[config.mk]
export PLATFORM = sky130hd
export DESIGN_NAME = series_eval_ctrl
export DESIGN_NICKNAME = d
export VERILOG_FILES = /design/src/rtl/series_ctrl_pkg.sv /design/src/rtl/series_phase_timer.sv /design/src/rtl/series_eval_ctrl.sv
export SDC_FILE = /design/constraint.sdc
export NUM_CORES = 1
export LEC_CHECK = 0
export ABC_CLOCK_PERIOD_IN_PS = 1750
export CORE_MARGIN = 2
export CORE_UTILIZATION = 41
export CTS_CLUSTER_DIAMETER = 150
export DETAILED_ROUTE_END_ITERATION = 12
export GPL_TIMING_DRIVEN = 0
export MAX_ROUTING_LAYER = met4
export PLACE_DENSITY_LB_ADDON = 0.3
export SLEW_MARGIN = 20
export SYNTH_ARGS = -nofsm -noshare
export SYNTH_HDL_FRONTEND = slang
export SYNTH_SLANG_ARGS = --single-unit
export TNS_END_PERCENT = 1
[constraint.sdc]
create_clock -name Clk -period 1.75 [get_ports Clk]
set_input_delay 0.525 -clock Clk [delete_from_list [all_inputs] [get_ports Clk]]
set_output_delay 0.525 -clock Clk [all_outputs]
set_load 0.02 [all_outputs]
[src/rtl/series_ctrl_pkg.sv]
// Shared types and constants for the Taylor-series evaluator controller.
package series_ctrl_pkg;

    typedef enum logic [2:0] {
        StIdle = 3'd0,
        StArm  = 3'd1,
        StInit = 3'd2,
        StMulq = 3'd3,
        StMulr = 3'd4,
        StAcc  = 3'd5,
        StDone = 3'd6
    } state_e;

    localparam logic [1:0] MODE_ALT = 2'b00;
    localparam logic [1:0] MODE_ADD = 2'b01;
    localparam logic [1:0] MODE_SUB = 2'b10;

endpackage

[src/rtl/series_phase_timer.sv]
// Multiply-phase timer: counts 0..MUL_LAT-1 while enabled and flags the final cycle.
module series_phase_timer #(
    parameter int unsigned MUL_LAT = 1
) (
    input  logic Clk,
    input  logic Rst,
    input  logic clr_i,
    input  logic en_i,
    output logic last_o
);

    localparam int unsigned TW = (MUL_LAT > 1) ? $clog2(MUL_LAT) : 1;

    logic [TW-1:0] cnt_q, cnt_d;

    always_comb begin
        cnt_d = cnt_q;
        if (clr_i) begin
            cnt_d = '0;
        end else if (en_i) begin
            cnt_d = cnt_q + TW'(1);
        end
    end

    always_ff @(posedge Clk or posedge Rst) begin
        if (Rst) begin
            cnt_q <= '0;
        end else begin
            cnt_q <= cnt_d;
        end
    end

    assign last_o = (cnt_q == TW'(MUL_LAT - 1));

endmodule

[src/rtl/series_eval_ctrl.sv]
// Sequencer for the iterative Taylor-series datapath: init, x^2 multiply,
// coefficient multiply and accumulate for TERMS terms, with busy/done handshake and abort.
module series_eval_ctrl
    import series_ctrl_pkg::*;
#(
    parameter int unsigned TERMS   = 8,
    parameter int unsigned CNT_W   = 3,
    parameter int unsigned MUL_LAT = 1
) (
    input  logic             Clk,
    input  logic             Rst,
    input  logic             Start,
    input  logic             Abort,
    input  logic [1:0]       Mode,
    output logic             sub,
    output logic             selx,
    output logic             selm,
    output logic             selq,
    output logic             selrom,
    output logic             selt,
    output logic             sela,
    output logic             ldq,
    output logic             ldt,
    output logic             lde,
    output logic             in0,
    output logic             inc,
    output logic [CNT_W-1:0] rom_addr,
    output logic [CNT_W-1:0] term_idx,
    output logic             ready,
    output logic             busy,
    output logic             done
);

    state_e           state_q, state_d;
    logic [CNT_W-1:0] idx_q, idx_d;
    logic [1:0]       mode_q, mode_d;
    logic             in_mul, abort_act, last;

    assign in_mul    = (state_q == StMulq) || (state_q == StMulr);
    assign abort_act = Abort && (state_q != StIdle);

    // Clearing on the last cycle gives every multiply phase a fresh count from zero.
    series_phase_timer #(
        .MUL_LAT (MUL_LAT)
    ) u_timer (
        .Clk    (Clk),
        .Rst    (Rst),
        .clr_i  (!in_mul || last || abort_act),
        .en_i   (in_mul),
        .last_o (last)
    );

    always_comb begin
        state_d = state_q;
        idx_d   = idx_q;
        mode_d  = mode_q;
        sub     = 1'b0;
        selx    = 1'b0;
        selm    = 1'b0;
        selq    = 1'b0;
        selrom  = 1'b0;
        selt    = 1'b0;
        sela    = 1'b0;
        ldq     = 1'b0;
        ldt     = 1'b0;
        lde     = 1'b0;
        in0     = 1'b0;
        inc     = 1'b0;
        ready   = 1'b0;
        busy    = 1'b0;
        done    = 1'b0;

        case (state_q)
            StIdle: begin
                ready = 1'b1;
                if (Start) begin
                    state_d = StArm;
                    mode_d  = Mode;
                end
            end
            StArm: begin
                if (!Start) state_d = StInit;
            end
            StInit: begin
                busy    = 1'b1;
                in0     = 1'b1;
                selx    = 1'b1;
                ldq     = 1'b1;
                lde     = 1'b1;
                ldt     = 1'b1;
                idx_d   = '0;
                state_d = StMulq;
            end
            StMulq: begin
                busy = 1'b1;
                selq = 1'b1;
                selt = 1'b1;
                selm = 1'b1;
                if (last) begin
                    ldt     = 1'b1;
                    state_d = StMulr;
                end
            end
            StMulr: begin
                busy   = 1'b1;
                selrom = 1'b1;
                selt   = 1'b1;
                selm   = 1'b1;
                if (last) begin
                    ldt     = 1'b1;
                    state_d = StAcc;
                end
            end
            StAcc: begin
                busy = 1'b1;
                lde  = 1'b1;
                sela = 1'b1;
                inc  = 1'b1;
                case (mode_q)
                    MODE_ALT: sub = idx_q[0];
                    MODE_SUB: sub = 1'b1;
                    MODE_ADD: sub = 1'b0;
                    default:  sub = 1'b0;
                endcase
                if (idx_q == CNT_W'(TERMS - 1)) begin
                    state_d = StDone;
                end else begin
                    idx_d   = idx_q + CNT_W'(1);
                    state_d = StMulq;
                end
            end
            StDone: begin
                done    = 1'b1;
                state_d = StIdle;
            end
            default: state_d = StIdle;
        endcase

        if (abort_act) begin
            state_d = StIdle;
            idx_d   = '0;
            ldq     = 1'b0;
            ldt     = 1'b0;
            lde     = 1'b0;
            inc     = 1'b0;
            done    = 1'b0;
        end
    end

    always_ff @(posedge Clk or posedge Rst) begin
        if (Rst) begin
            state_q <= StIdle;
            idx_q   <= '0;
            mode_q  <= MODE_ALT;
        end else begin
            state_q <= state_d;
            idx_q   <= idx_d;
            mode_q  <= mode_d;
        end
    end

    assign term_idx = idx_q;
    assign rom_addr = idx_q;

endmodule
; ---- After elaboration in Yosys (flattened, before gate mapping)
; Cells that the tools add are included.
[classes]
n_addsub = 2
n_eq_ne = 13
mux = 30
bitwise_logic = 1
n_reduce_logical = 16
[op_table]
columns = op, n
row1 = 2-to-1 mux 3 bit, 8
row2 = 2-to-1 mux 1 bit, 18
row3 = case mux 3 bit (6 select lines), 1
row4 = inequality test 3 bit (second input constant), 5
row5 = equality test 3 bit (second input constant), 4
row6 = equality test 3 x 2 -> 1 bit (second input constant), 2
row7 = case mux 3 bit (2 select lines), 1
row8 = nonzero test 3 bit, 2
row9 = case mux 1 bit (2 select lines), 2
row10 = AND reduction 2 bit, 2
row11 = AND reduction 4 bit, 1
row12 = OR reduction 2 bit, 2
row13 = OR reduction 4 bit, 1
row14 = adder 3 x 1 -> 3 bit (second input constant), 1
row15 = equality test 3 x 1 -> 1 bit (second input constant), 1
row16 = logical NOT 3 bit, 1
row17 = logical OR 1 bit, 3
row18 = equality test 2 bit (second input constant), 1
row19 = logical NOT 2 bit, 1
row20 = nonzero test 2 bit, 1
row21 = adder 1 bit (second input constant), 1
row22 = logical AND 1 bit, 1
row23 = logical NOT 1 bit, 1
row24 = NOT 1 bit, 1
[totals]
regBits = 9
output_inout_bits = 21
wordCells = 66

; ---- Depth between registers and ports, before layout
[logic_depth]
depth_word = 6
depth_mapped = 5

; ---- Modules after synthesis
; From an unflattened synthesis, not the netlist that was laid out.
[hier_totals]
cells_unflattened = 81
area_unflattened_um2 = 704.4
[by_module_without_submodules]
columns = mod, instances, cells_per_inst, area_each_um2
row1 = series_eval_ctrl, 1, 76, 659.4
row2 = series_phase_timer, 1, 5, 45.0

; ---- Least setup slack after synthesis
; Ideal clock, no wire load.
[synth_timing]
kind = reg-to-output
start = register state_q[0]
end = output ldt
t_arrival_ns = 1.451
required_ns = 1.225
setup_slack_ns = -0.226
path_stages_with_launch = 5
n_path_buf = 1
cell_sequence = dfrtp_1 > buf_4 > nor3b_2 > a21oi_1 > a211oi_2
[synth_via]
elab_chain_len = 4
[synth_lines]
columns = item, line
row1 = "start, declared", series_eval_ctrl.sv:34  ; state_e state_q, state_d;
row2 = "start signal, assigned", series_eval_ctrl.sv:152  ; state_q <= StIdle;
row3 = "start signal, assigned", series_eval_ctrl.sv:156  ; state_q <= state_d;
row4 = equality test 3 x 2 -> 1 bit / equality test 3 bit (equally long branches), series_eval_ctrl.sv:73  ; case (state_q)
row5 = OR reduction 2 bit (no source line), --
row6 = case mux 1 bit (2 select lines), series_eval_ctrl.sv:73
row7 = 2-to-1 mux 1 bit (*), series_eval_ctrl.sv:139  ; if (abort_act) begin
row8 = "end, declared", series_eval_ctrl.sv:23  ; output logic ldt,
; Mark *: on every way between the ends. The rest lies on a longest branch, timed or not.

; ---- Worst setup path after layout
[layout_timing]
start = register state_q[0]
end = output selt
[layout_via]
elab_chain_len = 3
[layout_lines]
columns = item, line
row1 = equality test 3 x 2 -> 1 bit / equality test 3 bit (equally long branches), series_eval_ctrl.sv:73
row2 = OR reduction 2 bit (no source line) (*), --
row3 = 2-to-1 mux 1 bit (*), series_eval_ctrl.sv:73
row4 = "end, declared", series_eval_ctrl.sv:20  ; output logic selt,
; Marks and branches as above.

==> flow_summary.html <==
<table>
<tr><th>Metric</th><th>Value</th></tr>
<tr><th colspan="2">Finish</th></tr>
<tr><td>Non-filler cells in the finished layout</td><td>120</td></tr>
<tr><td>Total of fill cells in the finished design</td><td>140</td></tr>
<tr><td>Ant diodes</td><td>0</td></tr>
<tr><td>Share of layout cells above drive strength 1</td><td>0.4423</td></tr>
<tr><td>Relative area change from synthesis to final layout</td><td>49.81%</td></tr>
<tr><td>Layout Nets</td><td>113</td></tr>
<tr><th colspan="2">STA</th></tr>
<tr><td>Final period util</td><td>1.212</td></tr>
<tr><td>Worst hold margin</td><td>517.6 ps</td></tr>
<tr><td>Post-route minimum period</td><td>2121 ps</td></tr>
<tr><td>Unrepaired setup endpoints after global routing</td><td>true</td></tr>
<tr><td>Total setup violations reported at the end of the flow</td><td>14</td></tr>
<tr><td>Final count of pins violating max slew</td><td>0</td></tr>
<tr><td>FMAX</td><td>471.4 MHz</td></tr>
<tr><td>Count of final hold-check violations</td><td>0</td></tr>
<tr><td>Final clock skew</td><td>2.852 ps</td></tr>
<tr><td>Final WS setup</td><td>-371.2 ps</td></tr>
<tr><th colspan="2">CTS</th></tr>
<tr><td>TritonCTS clock tree</td><td>built</td></tr>
<tr><td>Clock-pin slew of the registers on the worst-case setup and hold paths</td><td>60 ps</td></tr>
<tr><td>Library cell used as clock root buffer</td><td>clkbuf_4</td></tr>
<tr><td>Number of H-tree branching levels</td><td>1</td></tr>
<tr><td>Hold-fix buffer count after cts</td><td>0</td></tr>
<tr><td>Total CTS buffers</td><td>3</td></tr>
<tr><td>Clock latency on the worst-skew pair</td><td>260 ps</td></tr>
<tr><td>Maximum clock path buffer count</td><td>2</td></tr>
<tr><td>Number of clock sinks</td><td>9</td></tr>
<tr><th colspan="2">Job</th></tr>
<tr><td>Count of maximum capacitance violations</td><td>0</td></tr>
<tr><th colspan="2">Floorplanning</th></tr>
<tr><td>Number of core rows</td><td>14</td></tr>
<tr><td>Std-Cell Core Area</td><td>0.001489 mm2</td></tr>
<tr><td>Floorplan die width</td><td>43.84 um</td></tr>
<tr><td>Count of pins on the block boundary</td><td>27</td></tr>
<tr><td>Effective utilization at floorplan</td><td>0.4370</td></tr>
<tr><td>Die ar.</td><td>0.001922 mm2</td></tr>
<tr><td>Y dimension of the die</td><td>43.84 um</td></tr>
<tr><th colspan="2">Worst setup path</th></tr>
<tr><td>Critical path buffer and inverter count</td><td>2</td></tr>
<tr><td>Worst reg-to-reg path cell count</td><td>5</td></tr>
<tr><td>Largest fanout of any net on the critical path</td><td>5</td></tr>
<tr><td>Kind of end point of the critical path</td><td>primary output</td></tr>
<tr><td>Crit Path Class</td><td>reg2out</td></tr>
<tr><td>R2R Path Start</td><td>rom_addr[0]</td></tr>
<tr><td>Path length in cells of the critical path</td><td>4</td></tr>
<tr><td>Critical Path, Cell by Cell</td><td>and3b_1 &gt; or2_2 &gt; buf_4 &gt; clkdlybuf4s15_2</td></tr>
<tr><td>Worst path slowest cell</td><td>dfrtp_1</td></tr>
<tr><td>End of the worst register-to-register path</td><td>rom_addr[0]</td></tr>
<tr><td>Max incr delay on CP</td><td>430 ps</td></tr>
<tr><td>Flop2flop setup slack</td><td>110 ps</td></tr>
<tr><td>Arrival @ worst endpoint</td><td>1600 ps</td></tr>
<tr><td>CP top delay family</td><td>simple AND/OR/NAND/NOR gates</td></tr>
<tr><td>Category of the worst setup path launch point</td><td>flop</td></tr>
<tr><td>Data required time at the worst endpoint</td><td>1220 ps</td></tr>
<tr><th colspan="2">Synth</th></tr>
<tr><td>Post-Synthesis Cells</td><td>70</td></tr>
<tr><td>Flip-flop and latch count after synthesis</td><td>9</td></tr>
<tr><td>Mapped Nets</td><td>78</td></tr>
<tr><td>Top FF cell, synth</td><td>dfrtp_1</td></tr>
<tr><td>Netlist area before placement</td><td>650.6 um2</td></tr>
<tr><td>Mean Syn Cell Area</td><td>9.295 um2</td></tr>
<tr><td>Part of the Yosys area used for sequential elements</td><td>0.3462</td></tr>
<tr><td>Count of unique library cells instantiated by Yosys</td><td>32</td></tr>
<tr><td>Number of warnings issued by yosys</td><td>0</td></tr>
<tr><td>EDFF count, synth</td><td>0</td></tr>
<tr><td>Async set or reset register ratio after synthesis</td><td>1.000</td></tr>
<tr><th colspan="2">Route</th></tr>
<tr><td>First-pass DRT Iterations</td><td>4</td></tr>
<tr><td>Wire length per cell</td><td>12.85 um</td></tr>
<tr><td>First-iteration detailed-routing DRC count</td><td>16</td></tr>
<tr><td>Via total after detailed routing</td><td>630</td></tr>
<tr><td>Vias per std cell</td><td>5.250</td></tr>
<tr><td>Final Routed Wirelength</td><td>1542 um</td></tr>
<tr><td>Number of nets still failing antenna checks after routing</td><td>0</td></tr>
<tr><td>Drc violations</td><td>0</td></tr>
<tr><th colspan="2">Global route</th></tr>
<tr><td>Overall Global Routing Usage</td><td>0.1816</td></tr>
<tr><td>GR Util met2</td><td>0.2912</td></tr>
<tr><td>Number of antenna violations at the first check in global routing</td><td>0</td></tr>
<tr><td>Most Used Layer, Global Route</td><td>met2</td></tr>
<tr><td>Maximum number of pins on one net before global-route repair</td><td>11</td></tr>
<tr><td>Total global routing overflow</td><td>0</td></tr>
<tr><td>Number of global-route vias before repair</td><td>579</td></tr>
<tr><td>Met3 Usage GRT</td><td>0.01667</td></tr>
<tr><td>Global Route met1 Usage</td><td>0.2292</td></tr>
<tr><td>Wire length of the first global-routing pass</td><td>2566 um</td></tr>
<tr><th colspan="2">Power and ir drop</th></tr>
<tr><td>Reported net switching power</td><td>208.4 uW</td></tr>
<tr><td>Part of the power in the clock network</td><td>0.247</td></tr>
<tr><td>Reg power frac</td><td>0.391</td></tr>
<tr><td>Sum of internal, switching and leakage power</td><td>641.9 uW</td></tr>
<tr><td>Power Density</td><td>658.6 mW/mm2</td></tr>
<tr><td>Net Sw Frac</td><td>0.3246</td></tr>
<tr><td>Leak</td><td>0.5073 nW</td></tr>
<tr><td>Combinational Power Share</td><td>0.362</td></tr>
<tr><td>Peak supply drop</td><td>0.0004896 V</td></tr>
<tr><td>Internal Dissipation</td><td>433.6 uW</td></tr>
<tr><th colspan="2">Outcome</th></tr>
<tr><td>Violated checks</td><td>setup timing</td></tr>
<tr><td>Status</td><td>finished with violations</td></tr>
<tr><th colspan="2">Placement</th></tr>
<tr><td>Routability-driven placement congestion ratio</td><td>0.8048</td></tr>
<tr><td>DP Wirelength</td><td>1110 um</td></tr>
<tr><td>Placement Setup Slack</td><td>-610.8 ps</td></tr>
<tr><td>Number of buffers inserted by port buffering</td><td>25</td></tr>
<tr><td>Placed instance count</td><td>111</td></tr>
<tr><th colspan="2">Hold path</th></tr>
<tr><td>Hold WC Path Type</td><td>in2async</td></tr>
</table>
==> metal layers <==
layer	routed length, um	part of all wire	vias up
li1	-	-	308
met4	6	0.0039	0
met3	99	0.064	2
met1	651	0.42	291
met5	0	0	-
met2	785	0.51	29
==> cell type report <==
class                      instances  area [um2]  area share
multi-input combinational         47       359.1      0.3684
timing repair buffer              30       252.7      0.2593
sequential                         9       225.2      0.2311
buffer                             9       72.57     0.07445
clock buffer                       4       26.28     0.02696
tap                               16       20.02     0.02054
inverter                           5       18.77     0.01926
==> sequential cells by signal, summed over array words and instances, names as in the netlist <==
signal,cells
mode_q,2
rom_addr,3
state_q,3
u_timer.cnt_q,1
==> synth_stat cells, drive strengths merged (2+ instances only) <==
library cell	number	area [um2]
o21ai	2	10.01
nand3	2	10.01
nor2b	2	12.51
nor3b	2	20.02
nor3	4	20.02
a21oi	4	20.02
buf	9	68.81
nand2b	3	18.77
mux2	2	22.52
nor2	2	7.510
o211ai	2	15.01
inv	5	18.77
nand2	4	15.01
ha	2	25.02
dfrtp	9	225.2
mux2i	3	30.03
==> power groups by stage <==
stage / sequential, mW / combinational, mW / clock, mW
2_1_floorplan: 0.250 / 0.149 / 0
3_3_place_gp: 0.254 / 0.217 / 0
3_5_place_dp: 0.255 / 0.219 / 0
4_1_cts: 0.251 / 0.230 / 0.162
5_1_grt: 0.255 / 0.250 / 0.177
6_report: 0.251 / 0.232 / 0.159
==> logic make-up (layout without fill, tap and decap cells) <==
kind of cell             after synthesis  after routing  share of synthesized area
other                                  1              1                   0.005764
AND/OR/NAND/NOR                       24             24                     0.2289
flip-flops                             9              9                     0.3462
multiplexers                           5              5                    0.08077
AO/OA/AOI/OAI                         14             14                     0.1519
XOR/XNOR                               1              1                    0.01346
adder cells (fa/ha/maj)                2              2                    0.03846
buffers and inverters                 14             48                     0.1346
==> what timing repair did <==
item                                    CTS  global route
buffers inserted                          5             0
endpoints found under the setup margin   21            16
pin swaps                                 2             1
gates resized for setup                  75             2
==> through the flow <==
step	util	area [um2]	setup TNS (ps)
detailed placement	0.6261	932.1	-5644
global route	0.6546	974.7	-3955
global placement	0.6261	932.1	-5450
CTS	0.6529	972.2	-2734
finish	0.6546	974.7	-2667
floorplan	-	661.9	-370.8
==> worst max path at each step <==
stage	slack [ps]	from	endpoint
after floorplan	-90	state_q[2]	ldt
after global routing	-440	state_q[2]	ldt
final	-370	state_q[0]	selt
after CTS	-370	state_q[2]	ldt
after detailed placement	-610	state_q[2]	ldt
after global placement	-570	state_q[2]	ldt
==> cell usage in the layout, fill, tap and decap left out, types with 2 or more instances in the layout <==
master	synthesis	layout
nand2_1	4	3
nor3_1	4	2
buf_4	7	23
dlygate4sd2_1	0	4
nor3_2	0	2
ha_1	2	2
nand3_1	2	2
mux2i_1	3	3
nand2b_1	3	3
inv_1	5	4
mux2_2	2	2
a21oi_1	4	4
clkbuf_4	0	3
clkdlybuf4s15_2	0	4
dfrtp_1	9	9
clkdlybuf4s50_1	0	4
buf_2	1	2
buf_6	1	2
o211ai_1	2	2
nor2_1	2	2
Power figures use the tool's default switching activity.
==> RTL edit: new RTL, config.mk and constraints unchanged <==
`CNT_W`: 3 -> 6.
--- a/src/rtl/series_eval_ctrl.sv
+++ b/src/rtl/series_eval_ctrl.sv
@@ -6,3 +6,3 @@
     parameter int unsigned TERMS   = 8,
-    parameter int unsigned CNT_W   = 3,
+    parameter int unsigned CNT_W   = 6,
     parameter int unsigned MUL_LAT = 1
Ports: changed (resized rom_addr and term_idx); port bits go from 27 to 33. No check against the original RTL was run, so the function may have changed too.
==> RTL edit against the original RTL <==
The flow still finishes with violations (setup timing). Total power is 94% higher. Worst setup slack better by 0.13 ns. Clock power is 44% higher. Wire length is 51% higher. Final area is 38% higher. Global-route usage is 0.30 points higher. Synthesized area is 25% higher. Sequential cell count is 3 higher. Largest power group is now combinational logic.
==> RTL edit: results (changes against the original RTL) <==
* I/O Buffers at 31 (+24%)
* Non-Filler Instances at 168 (+40%)
* Final Skew at 0.009513 ns (+0.006661 ns)
* Hpwl dp at 1326 um (+19%)
* Synth top area cells: dfrtp_1 37%, buf_4 8.3%, mux2_2 4.1%
* Commonest cells in the netlist: 12 x dfrtp_1, 9 x buf_4, 8 x nor2_1
* Crit Reg-Reg Startpoint: state_q[1]$_DFFE_PP0P_
* Clk_lat worst skew at 0.28 ns (+0.02 ns)
* Wire per inst at 13.88 um (+8.0%)
* Layout fillers at 168 (+20%)
* Flip-flop count of the largest register after layout at 6
* Vias in the first global route at 744 (+28%)
* Gr usage total at 0.1846 (+0.003008)
* Total number of vias at 859 (+36%)
* Slowest cell on the critical path: dfrtp_1
* Max clock buf depth at 2 (unchanged)
* Register area share after synthesis at 0.3681 (+0.02194)
* Largest net degree at the start of global routing at 13 (+2)
* Reg clk slew, reported paths at 0.08 ns (+0.02 ns)
* Number of synthesized flops with an enable pin at 0 (unchanged)
* Status: complete, but fails checks
* Global-route wire length before repair at 3332 um (+30%)
* Synth cell types at 34 (+6.3%)
* Footprint of the multi-input gates at 457.9 um2 (+28%)
* Worst EP arrival at 1.47 ns (-0.13 ns)
* Peak supply drop at 756.0 uV (+54%)
* Fin Setup TNS at -2.138 ns (+0.5295 ns)
* CTS Buf Count at 3 (unchanged)
* Hold_sp: mode_q[0]$_DFFE_PP0P_
* Fin worst setup slack at -0.2449 ns (+0.1263 ns)
* DRT Pass-1 Iters at 4 (unchanged)
* Delay of the slowest cell on the worst path at 0.41 ns (-0.02 ns)
* Leak Pwr at 0.0006885 uW (+36%)
* Async SR Flop Fraction at 1.000 (unchanged)
* Layout cell share with drive strength beyond 1 at 0.4965 (+0.05415)
* Syn avg cell area at 8.867 um2 (-4.6%)
* Setup bufs post-CTS at 9 (+4)
* Synth Net Count at 99 (+27%)
* 1st-iter DRT viols at 14 (-2)
* Cts repair resizes at 104 (+39%)
* Post-place instance area at 1165 um2 (+25%)
* Failing checks: setup timing
* Hold Crit Class: register to register
* Setup WS pre-CTS at -0.4790 ns (+0.1318 ns)
* Final setup viols at 13 (-1)
* Placed Cells at 150 (+35%)
* Family with the most delay on the worst path: flip-flops
* Initial antenna violation count at 0 (unchanged)
* GP Congestion at 0.8296 (+3.1%)
RTL edit: report_power, final:
group	internal, uW	switching (uW)	leakage, uW
logic	335	324	0.000514
clock network	127	102	0.0000210
registers	321	35.5	0.000153
total	783	462	0.000688
RTL edit: final cells by class:
class | count | area share
Inverter | 5 | 0.01581
Timing Repair Buffer | 45 | 0.2921
Multi-Input combinational cell | 63 | 0.3405
Clock buffer | 4 | 0.02698
Tap cell | 27 | 0.02512
Buffer | 12 | 0.07349
Sequential cell | 12 | 0.2260
RTL edit: final timing paths:
path | end | slack [ns] | cells past startpoint
min reg2reg | mode_q[0]$_DFFE_PP0P_ | 0.52 | 1
max reg2reg | rom_addr[0]$_DFFE_PP0P_ | 0.02 | 7
min | mode_q[0]$_DFFE_PP0P_ | 0.52 | 1
min in group asynchronous | state_q[0]$_DFFE_PP0P_ | 0.55 | 2
max in group asynchronous | state_q[2]$_DFFE_PP0P_ | 0.84 | 2
max | ldt | -0.24 | 6
RTL edit: layer usage:
layer / share of wire / wire, um / vias to the layer above / track usage
met4: 0.013 / 31 / 0 / 0.07143
met3: 0.057 / 133 / 7 / 0.02469
li1: - / - / 408 / -
met5: 0 / 0 / - / -
met1: 0.43 / 1000 / 411 / 0.2367
met2: 0.50 / 1165 / 33 / 0.2968
RTL edit: cell families (layout without fill, tap and decap cells):
| family | after synthesis | count (layout) | share of synthesized area |
|---|---|---|---|
| DFF | 12 | 12 | 0.3681 |
| adders and majority gates | 1 | 1 | 0.01533 |
| and+or+nand+nor | 39 | 39 | 0.2883 |
| AOI/OAI and AO/OA | 16 | 16 | 0.1258 |
| xor gates and xnor gates | 3 | 3 | 0.03221 |
| other | 1 | 1 | 0.004597 |
| muxes | 3 | 3 | 0.04141 |
| buffers and inverters | 17 | 66 | 0.1242 |
